<file path="config.mk">
export PLATFORM = sky130hd
export DESIGN_NAME = avr_cpu_fetch_stage_flat
export DESIGN_NICKNAME = d
export VERILOG_FILES = /design/src/rtl/avr_cpu_pkg.sv /design/src/rtl/avr_cpu_fetch_stage_if.sv /design/src/rtl/avr_cpu_retstack.sv /design/src/rtl/avr_cpu_fetch_stage.sv /design/src/flat_wrapper.sv
export SDC_FILE = /design/constraint.sdc
export NUM_CORES = 1
export LEC_CHECK = 0
export ABC_AREA = 0
export BUFFER_PORTS_ARGS = -buffer_cell sky130_fd_sc_hd__buf_2
export CORE_MARGIN = 3
export CORE_UTILIZATION = 57
export CTS_CLUSTER_DIAMETER = 100
export DETAILED_ROUTE_END_ITERATION = 6
export GPL_TIMING_DRIVEN = 0
export PLACE_DENSITY_LB_ADDON = 0.25
export SLEW_MARGIN = 10
export SYNTH_ARGS = -nofsm -noshare
export SYNTH_HDL_FRONTEND = slang
export SYNTH_SLANG_ARGS = --single-unit
</file>
<file path="constraint.sdc">
create_clock -name clk -period 3.8 [get_ports clk]
set_input_delay 0.38 -clock clk [delete_from_list [all_inputs] [get_ports clk]]
set_output_delay 0.38 -clock clk [all_outputs]
set_load 0.02 [all_outputs]
</file>
<file path="src/rtl/avr_cpu_pkg.sv">
// avr_cpu_pkg: shared opcode constants and return-stack sizing helper
package avr_cpu_pkg;
  localparam int OPCODE_W = 16;
  localparam logic [OPCODE_W-1:0] NOP = 16'h0000;
  function automatic int level_w(input int depth);
    return $clog2(depth) + 1;
  endfunction
endpackage

</file>
<file path="src/rtl/avr_cpu_fetch_stage_if.sv">
// avr_cpu_fetch_stage_if: asynchronous-read program-memory port
interface avr_cpu_fetch_stage_if import avr_cpu_pkg::*; #(
  parameter int PM_ADDR_WIDTH = 9
);
  logic [PM_ADDR_WIDTH-1:0] pm_addr;
  logic [OPCODE_W-1:0] pm_data;
  modport master (output pm_addr, input pm_data);
  modport slave (input pm_addr, output pm_data);
endinterface

</file>
<file path="src/rtl/avr_cpu_retstack.sv">
// avr_cpu_retstack: circular LIFO; a full push overwrites the oldest entry
module avr_cpu_retstack import avr_cpu_pkg::*; #(
  parameter int DEPTH = 8,
  parameter int WIDTH = 16
) (
  input  logic clk,
  input  logic rst,
  input  logic i_push,
  input  logic i_pop,
  input  logic [WIDTH-1:0] i_data,
  output logic [WIDTH-1:0] o_top,
  output logic [level_w(DEPTH)-1:0] o_level,
  output logic o_overflow,
  output logic o_underflow
);
  localparam int PW = $clog2(DEPTH);
  localparam int LW = level_w(DEPTH);
  logic [WIDTH-1:0] r_mem [DEPTH];
  logic [PW-1:0] r_sp;
  logic [LW-1:0] r_level;
  logic w_empty, w_full, w_do_pop, w_do_push;
  assign w_empty = r_level == '0;
  assign w_full = r_level == LW'(DEPTH);
  assign w_do_pop = i_pop & ~w_empty;
  assign w_do_push = i_push & ~i_pop;
  assign o_top = r_mem[PW'(r_sp - 1'b1)];
  assign o_level = r_level;
  // a push colliding with a pop is dropped and flagged as an overflow-class error
  assign o_overflow = i_push & (i_pop | w_full);
  assign o_underflow = i_pop & w_empty;
  always_ff @(posedge clk)
    if (w_do_push) r_mem[r_sp] <= i_data;
  always_ff @(posedge clk) begin
    if (rst) begin
      r_sp <= '0;
      r_level <= '0;
    end else if (w_do_pop) begin
      r_sp <= r_sp - 1'b1;
      r_level <= r_level - 1'b1;
    end else if (w_do_push) begin
      r_sp <= r_sp + 1'b1;
      r_level <= w_full ? r_level : r_level + 1'b1;
    end
  end
endmodule

</file>
<file path="src/rtl/avr_cpu_fetch_stage.sv">
// avr_cpu_fetch_stage: PC, opcode latch, return stack and LPM sharing of the program-memory port
module avr_cpu_fetch_stage import avr_cpu_pkg::*; #(
  parameter int PC_WIDTH = 16,
  parameter int PM_ADDR_WIDTH = 9,
  parameter int STACK_DEPTH = 8,
  parameter int CYCLE_WIDTH = 2,
  parameter int RESET_VECTOR = 0
) (
  input  logic clk,
  input  logic rst,
  input  logic [PC_WIDTH-1:0] i_pc_update,
  input  logic i_hold,
  input  logic i_jump,
  input  logic [PC_WIDTH-1:0] i_jump_addr,
  input  logic i_push,
  input  logic i_pop,
  input  logic i_lpm_read,
  input  logic [PC_WIDTH-1:0] i_lpm_addr,
  output logic [7:0] o_lpm_data,
  avr_cpu_fetch_stage_if.master pm,
  output logic [OPCODE_W-1:0] o_opcode,
  output logic [PC_WIDTH-1:0] o_pc,
  output logic [CYCLE_WIDTH-1:0] o_cycle,
  output logic [level_w(STACK_DEPTH)-1:0] o_stack_level,
  output logic o_stack_overflow,
  output logic o_stack_underflow
);
  logic [PC_WIDTH-1:0] r_pc, w_top, w_ret, w_new_pc;
  logic [OPCODE_W-1:0] r_opcode;
  logic [CYCLE_WIDTH-1:0] r_cycle;
  logic r_ovf, r_unf, w_ovf, w_unf, w_push, w_pop, w_pop_ok;
  assign w_push = i_push & ~i_lpm_read;
  assign w_pop = i_pop & ~i_lpm_read;
  assign w_pop_ok = w_pop & (o_stack_level != '0);
  assign w_ret = r_pc + 1'b1;
  always_comb
    w_new_pc = w_pop_ok ? w_top : i_jump ? i_jump_addr : i_hold ? r_pc + i_pc_update : w_ret + i_pc_update;
  // LPM byte address selects a word; bit 0 picks the byte lane
  assign pm.pm_addr = i_lpm_read ? PM_ADDR_WIDTH'(i_lpm_addr >> 1) : PM_ADDR_WIDTH'(w_new_pc);
  assign o_lpm_data = i_lpm_addr[0] ? pm.pm_data[15:8] : pm.pm_data[7:0];
  avr_cpu_retstack #(.DEPTH(STACK_DEPTH), .WIDTH(PC_WIDTH)) u_stack (
    .clk(clk), .rst(rst), .i_push(w_push), .i_pop(w_pop), .i_data(w_ret),
    .o_top(w_top), .o_level(o_stack_level), .o_overflow(w_ovf), .o_underflow(w_unf)
  );
  always_ff @(posedge clk) begin
    if (rst) begin
      r_pc <= PC_WIDTH'(RESET_VECTOR - 1);
      r_opcode <= NOP;
      r_cycle <= '0;
      r_ovf <= 1'b0;
      r_unf <= 1'b0;
    end else begin
      r_cycle <= !i_hold ? '0 : &r_cycle ? r_cycle : r_cycle + 1'b1;
      r_ovf <= r_ovf | w_ovf;
      r_unf <= r_unf | w_unf;
      if (!i_lpm_read) begin
        r_pc <= w_new_pc;
        if (!i_hold) r_opcode <= pm.pm_data;
      end
    end
  end
  assign o_pc = r_pc;
  assign o_opcode = r_opcode;
  assign o_cycle = r_cycle;
  assign o_stack_overflow = r_ovf;
  assign o_stack_underflow = r_unf;
endmodule
</file>
<file path="src/flat_wrapper.sv">
// flat-port wrapper written by rule: the top's interface ports become plain ports
module avr_cpu_fetch_stage_flat import avr_cpu_pkg::*;
#(
  parameter int PC_WIDTH = 16,
  parameter int PM_ADDR_WIDTH = 9,
  parameter int STACK_DEPTH = 8,
  parameter int CYCLE_WIDTH = 2,
  parameter int RESET_VECTOR = 0
)
  (clk, rst, i_pc_update, i_hold, i_jump, i_jump_addr, i_push, i_pop, i_lpm_read, i_lpm_addr, o_lpm_data, o_opcode, o_pc, o_cycle, o_stack_level, o_stack_overflow, o_stack_underflow, pm_pm_addr, pm_pm_data);
  avr_cpu_fetch_stage_if #(.PM_ADDR_WIDTH(PM_ADDR_WIDTH)) pm_i ();
  input  logic clk;
  input  logic rst;
  input  logic [PC_WIDTH-1:0] i_pc_update;
  input  logic i_hold;
  input  logic i_jump;
  input  logic [PC_WIDTH-1:0] i_jump_addr;
  input  logic i_push;
  input  logic i_pop;
  input  logic i_lpm_read;
  input  logic [PC_WIDTH-1:0] i_lpm_addr;
  output logic [7:0] o_lpm_data;
  output logic [OPCODE_W-1:0] o_opcode;
  output logic [PC_WIDTH-1:0] o_pc;
  output logic [CYCLE_WIDTH-1:0] o_cycle;
  output logic [level_w(STACK_DEPTH)-1:0] o_stack_level;
  output logic o_stack_overflow;
  output logic o_stack_underflow;
  output wire logic [$bits(pm_i.pm_addr)-1:0] pm_pm_addr;
  input wire logic [$bits(pm_i.pm_data)-1:0] pm_pm_data;
  assign pm_pm_addr = pm_i.pm_addr;
  assign pm_i.pm_data = pm_pm_data;
  avr_cpu_fetch_stage #(.PC_WIDTH(PC_WIDTH), .PM_ADDR_WIDTH(PM_ADDR_WIDTH), .STACK_DEPTH(STACK_DEPTH), .CYCLE_WIDTH(CYCLE_WIDTH), .RESET_VECTOR(RESET_VECTOR)) u_core (.clk(clk), .rst(rst), .i_pc_update(i_pc_update), .i_hold(i_hold), .i_jump(i_jump), .i_jump_addr(i_jump_addr), .i_push(i_push), .i_pop(i_pop), .i_lpm_read(i_lpm_read), .i_lpm_addr(i_lpm_addr), .o_lpm_data(o_lpm_data), .pm(pm_i), .o_opcode(o_opcode), .o_pc(o_pc), .o_cycle(o_cycle), .o_stack_level(o_stack_level), .o_stack_overflow(o_stack_overflow), .o_stack_underflow(o_stack_underflow));
endmodule
</file>
==> Yosys cells after proc, flatten, opt, wreduce, memory -nomap -nowiden <==
Memory sizes are Yosys's and may differ from the RTL's.
Cells that the tools add are included.
{ "totals": {"ff_bits": 43, "mem_bits_rw": 128, "inputBits": 71, "output_inout_bits": 57, "wordCells": 51, "n_memories": 1} }
{ "memory_table": {"columns": ["name", "depth", "word_bits", "read_ports", "rd_clocked_by_memory_dff", "wr", "line", "source"], "rows": [
  ["u_core.u_stack.r_mem", 8, 16, 1, 0, 1, "avr_cpu_retstack.sv:18", "logic [WIDTH-1:0] r_mem [DEPTH];"]
]} }
{ "classes": {"add_sub_neg": 8, "eq_ne": 2, "n_mux": 12, "bitwise_logic": 14, "n_reduce_logical": 7} }
{ "ops": {"columns": ["op", "count"], "rows": [
  ["16-bit 2-to-1 mux", 3],
  ["16-bit adder", 2],
  ["16-bit by 1-bit adder with 16-bit output, second input constant", 1],
  ["4-bit 2-to-1 mux", 3],
  ["9-bit 2-to-1 mux", 1],
  ["8-bit 2-to-1 mux", 1],
  ["1-bit bitwise AND", 7],
  ["3-bit 2-to-1 mux", 2],
  ["2-bit AND reduction", 3],
  ["4-bit by 1-bit adder with 4-bit output, second input constant", 1],
  ["4-bit equality test, second input constant", 1],
  ["4-bit zero test", 1],
  ["1-bit NOT", 4],
  ["4-bit nonzero test", 1],
  ["4-bit by 1-bit subtractor with 4-bit output, second input constant", 1],
  ["3-bit by 1-bit adder with 3-bit output, second input constant", 1],
  ["1-bit OR", 3],
  ["3-bit by 1-bit subtractor with 3-bit output, second input constant", 1],
  ["2-bit by 1-bit adder with 2-bit output, second input constant", 1],
  ["1-bit 2-to-1 mux", 2],
  ["2-bit by 1-bit inequality test with 1-bit output, second input constant", 1],
  ["2-bit nonzero test", 1],
  ["2-bit OR reduction", 1]
]} }

==> Depth between registers and ports, before layout <==
{ "depth": {"word_depth": 6, "ltp_mapped": 14, "depth_no_buf": 13} }

==> Hierarchy <==
Synthesis repeated with hierarchy kept, for this count alone.
{ "hier_totals": {"cells_unflattened": 679, "area_unflattened_um2": 8510.7} }
{ "modules_own_cells": {"columns": ["module", "n_inst", "cells_each", "area_per_inst_um2", "seq_area_each_um2"], "rows": [
  ["avr_cpu_retstack", 1, 260, 5442.7, 3983.8],
  ["avr_cpu_fetch_stage", 1, 419, 3067.9, 720.7]
]} }

==> Least setup slack after synthesis <==
Ideal clock, no wire load.
{ "synth_path": {"path_type": "input port to output port", "start": "input port i_hold", "end": "output port pm_pm_addr[8]", "t_arrival_ps": 3110, "required_time_ps": 3420, "setup_slack_ps": 310, "stages": 10, "n_path_buf": 2, "path_cell_list": "clkbuf_1 -> clkbuf_1 -> mux2_2 -> fa_1 -> a211oi_1 -> o21ai_1 -> a211oi_1 -> nor2_1 -> and4_1 -> nor3_1"} }
{ "synth_via": {"elab_chain_len": 4} }
{ "synth_rtl": {"columns": ["item", "line", "source"], "rows": [
  ["from (decl)", "flat_wrapper.sv:15", "input logic i_hold;"],
  ["16-bit 2-to-1 mux (3 in series)", "avr_cpu_fetch_stage.sv:37", "w_new_pc = w_pop_ok ? w_top : i_jump ? i_jump_addr : i_hold ? r_pc + i_pc_update : w_ret + i_pc_update;"],
  ["9-bit 2-to-1 mux", "avr_cpu_fetch_stage.sv:39", "assign pm.pm_addr = i_lpm_read ? PM_ADDR_WIDTH'(i_lpm_addr >> 1) : PM_ADDR_WIDTH'(w_new_pc);"],
  ["to (decl)", "flat_wrapper.sv:29", "output wire logic [$bits(pm_i.pm_addr)-1:0] pm_pm_addr;"]
]} }
Every way passes these cells.

==> Final worst setup path <==
{ "layout_path": {"start": "register u_core.r_pc[1] (netlist: u_core.o_pc[1])", "end": "output port pm_pm_addr[6]"} }
{ "layout_via": {"elab_chain_len": 6, "word_cells_on_any_way": 7, "cone_classes": "add/sub: 3; mux: 4"} }
{ "layout_rtl": {"columns": ["item", "line", "source"], "rows": [
  ["from (decl)", "avr_cpu_fetch_stage.sv:28", "logic [PC_WIDTH-1:0] r_pc, w_top, w_ret, w_new_pc;"],
  ["from (signal assigned)", "avr_cpu_fetch_stage.sv:47", "r_pc <= PC_WIDTH'(RESET_VECTOR - 1);"],
  ["from (signal assigned)", "avr_cpu_fetch_stage.sv:57", "r_pc <= w_new_pc;"],
  ["16-bit by 1-bit adder with 16-bit output", "avr_cpu_fetch_stage.sv:35", "assign w_ret = r_pc + 1'b1;"],
  ["16-bit adder", "avr_cpu_fetch_stage.sv:37", null],
  ["16-bit 2-to-1 mux (*) (3 in series)", "avr_cpu_fetch_stage.sv:37", null],
  ["9-bit 2-to-1 mux (*)", "avr_cpu_fetch_stage.sv:39", null]
]} }
Mark *: on every way between the ends. The rest lies on a longest branch, timed or not.

==> impl_metrics.json <==
{
  "place_congestion": 0.994,
  "ys_seq_area_frac": 0.561,
  "layout_min_cycle_time_ps": 3750,
  "power_switching_mw": 1.66,
  "ios": 128,
  "hpwl_um": 15600,
  "slew_viol_final": 0,
  "syn_inst": 662,
  "wire_per_inst_um": 21.7,
  "dieArea_um2": 16200,
  "combPwrFrac": 0.276,
  "ys_types": 68,
  "slowest_delay_ps": 540,
  "clk_transition_reported_paths_ps": 60,
  "pwr-share-clk": 0.316,
  "numCtsBuffers": 17,
  "synth-seq-cells": 171,
  "grt_pass1_wl_um": 32800,
  "grt_pass1_vias": 5957,
  "clock-sinks": 171,
  "regArea_um2": 4710,
  "drtIter0Drc": 688,
  "required_ps": 3420,
  "htree_levels": 4,
  "die_y_um": 127,
  "min_path_type": "in2reg",
  "report.final.hold_viol_count": 0,
  "setup_viol": 0,
  "drive_above_1_share": 0.316,
  "ir_worst_vdd_mv": 0.398,
  "io_buffers": 117,
  "cts_tree": "built",
  "final_cell_area_um2": 10100,
  "worstSetupPathType": "reg2out",
  "switching_share": 0.305,
  "fin_nets": 910,
  "cp.arrival_ps": 3370,
  "grt_overflow": 0,
  "worst_clock_skew_ps": 8.38,
  "grt_max_degree": 17,
  "max_slew.worst_pin.slew_ps": 985,
  "async_reset_ff_frac": 0,
  "drcViolationCount": 0,
  "place_area_um2": 9340,
  "antenna_found_initial": 0,
  "path_cells": "ha_4 > nand3_2 > or2_4 > nor2_2 > xor2_1 > ha_1 > or4b_1 > o221ai_1 > mux2i_1 > a211oi_2 > a21o_1 > buf_4",
  "start_kind": "register",
  "start_util": 0.593,
  "firstDrtPassIters": 6,
  "diodes": 0,
  "syn_to_final_growth_pct": 20.1,
  "worstSkewPairLatency_ps": 430,
  "sequentialPowerShare": 0.408,
  "critical-path-top-delay-family": "simple AND/OR/NAND/NOR gates",
  "finalPower_mw": 5.44,
  "ys.flop_type": "edfxtp_1",
  "synth_edf_count": 128,
  "critPathBufInv": 1,
  "status": "finished clean",
  "fp.coreArea_um2": 14100,
  "fillers": 940,
  "multiInputGateArea_um2": 3520,
  "netlist_area_um2": 8390,
  "final_antenna_net_count": 0,
  "die_x_um": 127,
  "total_leakage_power_nw": 3.75,
  "hold_slack_ps": 211,
  "fp-row-count": 43,
  "clockRootBuffer": "clkbuf_16",
  "cp_max_fo": 4,
  "setup_tns_ps": 0,
  "track_usage": 0.266,
  "slowest_stage": "or4b_1",
  "end_kind": "output pin",
  "min_period_over_period": 0.986,
  "p_int_mw": 3.78,
  "max_cap_violations": 0,
  "routed_via_density": 6.22,
  "relSlewSlack": 0.338,
  "max-clock-path-buffers": 2,
  "wl_um": 21700,
  "dr_total_vias": 6233,
  "synth_nets": 760,
  "syn_area_per_cell_um2": 12.7,
  "ys_warn_count": 0,
  "power_density_nw_per_um2": 541,
  "fmax_mhz": 267,
  "cts_hold_buf": 0
}
[registers in the layout (all words and copies together), names as in the netlist]
signal,count
u_core.o_stack_overflow,1
u_core.o_opcode,16
u_core.o_cycle,2
u_core.u_stack.o_level,4
u_core.o_stack_underflow,1
u_core.u_stack.r_mem,128
u_core.o_pc,16
u_core.u_stack.r_sp,3
[placed cells by master, fill, tap and decap left out, types with 6 or more instances in the layout]
master,netlist,layout
buf_2,9,123
nand2b_1,9,9
xnor2_1,23,23
clkbuf_1,24,22
a211oi_1,15,11
mux4_2,32,32
xor2_1,21,21
ha_1,25,24
nor2_1,41,37
a21o_1,10,10
buf_6,4,9
buf_4,4,13
o21ai_0,15,15
dfxtp_1,43,39
edfxtp_1,128,128
clkbuf_16,0,17
mux2_2,12,12
mux2i_1,11,8
nor2b_1,6,6
inv_1,9,9
nor3_1,15,11
nand3_1,8,7
nand2_1,72,72
a21oi_1,50,49
[final cells by class]
| cell class | count | share of cell area |
|---|---|---|
| Buffer | 45 | 0.0255 |
| Clock buffer | 18 | 0.0426 |
| Clock inverter | 11 | 0.0147 |
| Inverter | 11 | 0.00410 |
| Multi-Input combinational cell | 435 | 0.350 |
| Sequential cell | 171 | 0.468 |
| Tap cell | 180 | 0.0224 |
| Timing Repair Buffer | 131 | 0.0729 |
[power groups by stage]
| stage | clock, mW | combinational, mW | sequential, mW |
|---|---|---|---|
| after global routing | 1.83 | 1.61 | 2.23 |
| after detailed placement | 0 | 1.40 | 2.26 |
| after global placement | 0 | 1.34 | 2.25 |
| after floorplan | 0 | 0.944 | 2.29 |
| after CTS | 1.74 | 1.44 | 2.22 |
| final | 1.72 | 1.50 | 2.22 |
[kinds of logic (layout without fill, tap and decap cells)]
group,count (synthesis),after routing,synth area share
flip-flops,171,171,0.561
AO/OA/AOI/OAI,125,125,0.0970
adder cells (fa/ha/maj),27,27,0.0421
XOR/XNOR,44,44,0.0459
multiplexers,55,55,0.115
buffers and inverters,56,216,0.0321
AND/OR/NAND/NOR,184,184,0.107
[synthesized netlist by cell type (all sizes together), types with 8 or more instances]
library cell	count	area, µm²
edfxtp	128	3840
nand2	73	282
a21oi	50	250
dfxtp	43	861
nor2	42	160
mux4	32	721
clkbuf	26	100
ha	25	313
xnor2	23	201
xor2	21	184
buf	19	128
o21ai	17	85.1
a211oi	15	113
nor3	15	75.1
mux2	12	135
mux2i	11	110
a21o	10	75.1
inv	10	37.5
nand2b	9	56.3
nand3	8	40.0
[what timing repair did]
action | in CTS | in global routing
pin swaps | 2 | 3
setup endpoints to repair | 10 | 9
gates resized for setup | 21 | 16
setup buffers | 2 | 3
hold endpoints to repair | 0 | 0
gates cloned | 0 | 0
[tightest hold or removal path: stages]
cell	delay (ps)
buf_2	100
nand2_1	50
a21oi_1	50
[metal layers]
metal / up-vias / track usage / part of all wire
met5: - / 0 / 0
met4: 0 / 0.0845 / 0.019
met3: 43 / 0.0531 / 0.087
met2: 362 / 0.435 / 0.49
met1: 3037 / 0.363 / 0.40
li1: 2791 / - / -
[stage by stage]
step,cells,worst slack (ps),util
floorplan,662,310,-
global placement,959,-478,0.650
detailed placement,968,-225,0.660
CTS,999,5.14,0.707
global route,1002,-16.8,0.712
finish,1002,54.4,0.712
[path summary, 6_finish.rpt]
check / from / end / slack, ps / cells after the start
worst max-delay path: u_core.o_pc[1] / pm_pm_addr[6] / 50 / 12
worst max register to register: u_core.o_pc[6] / u_core.o_pc[15] / 120 / 14
worst min register to register: u_core.o_opcode[13] / u_core.o_opcode[13] / 450 / 2
worst min-delay path: pm_pm_data[14] / u_core.o_opcode[14] / 210 / 3
No activity file was read; power rests on OpenSTA's default activity.
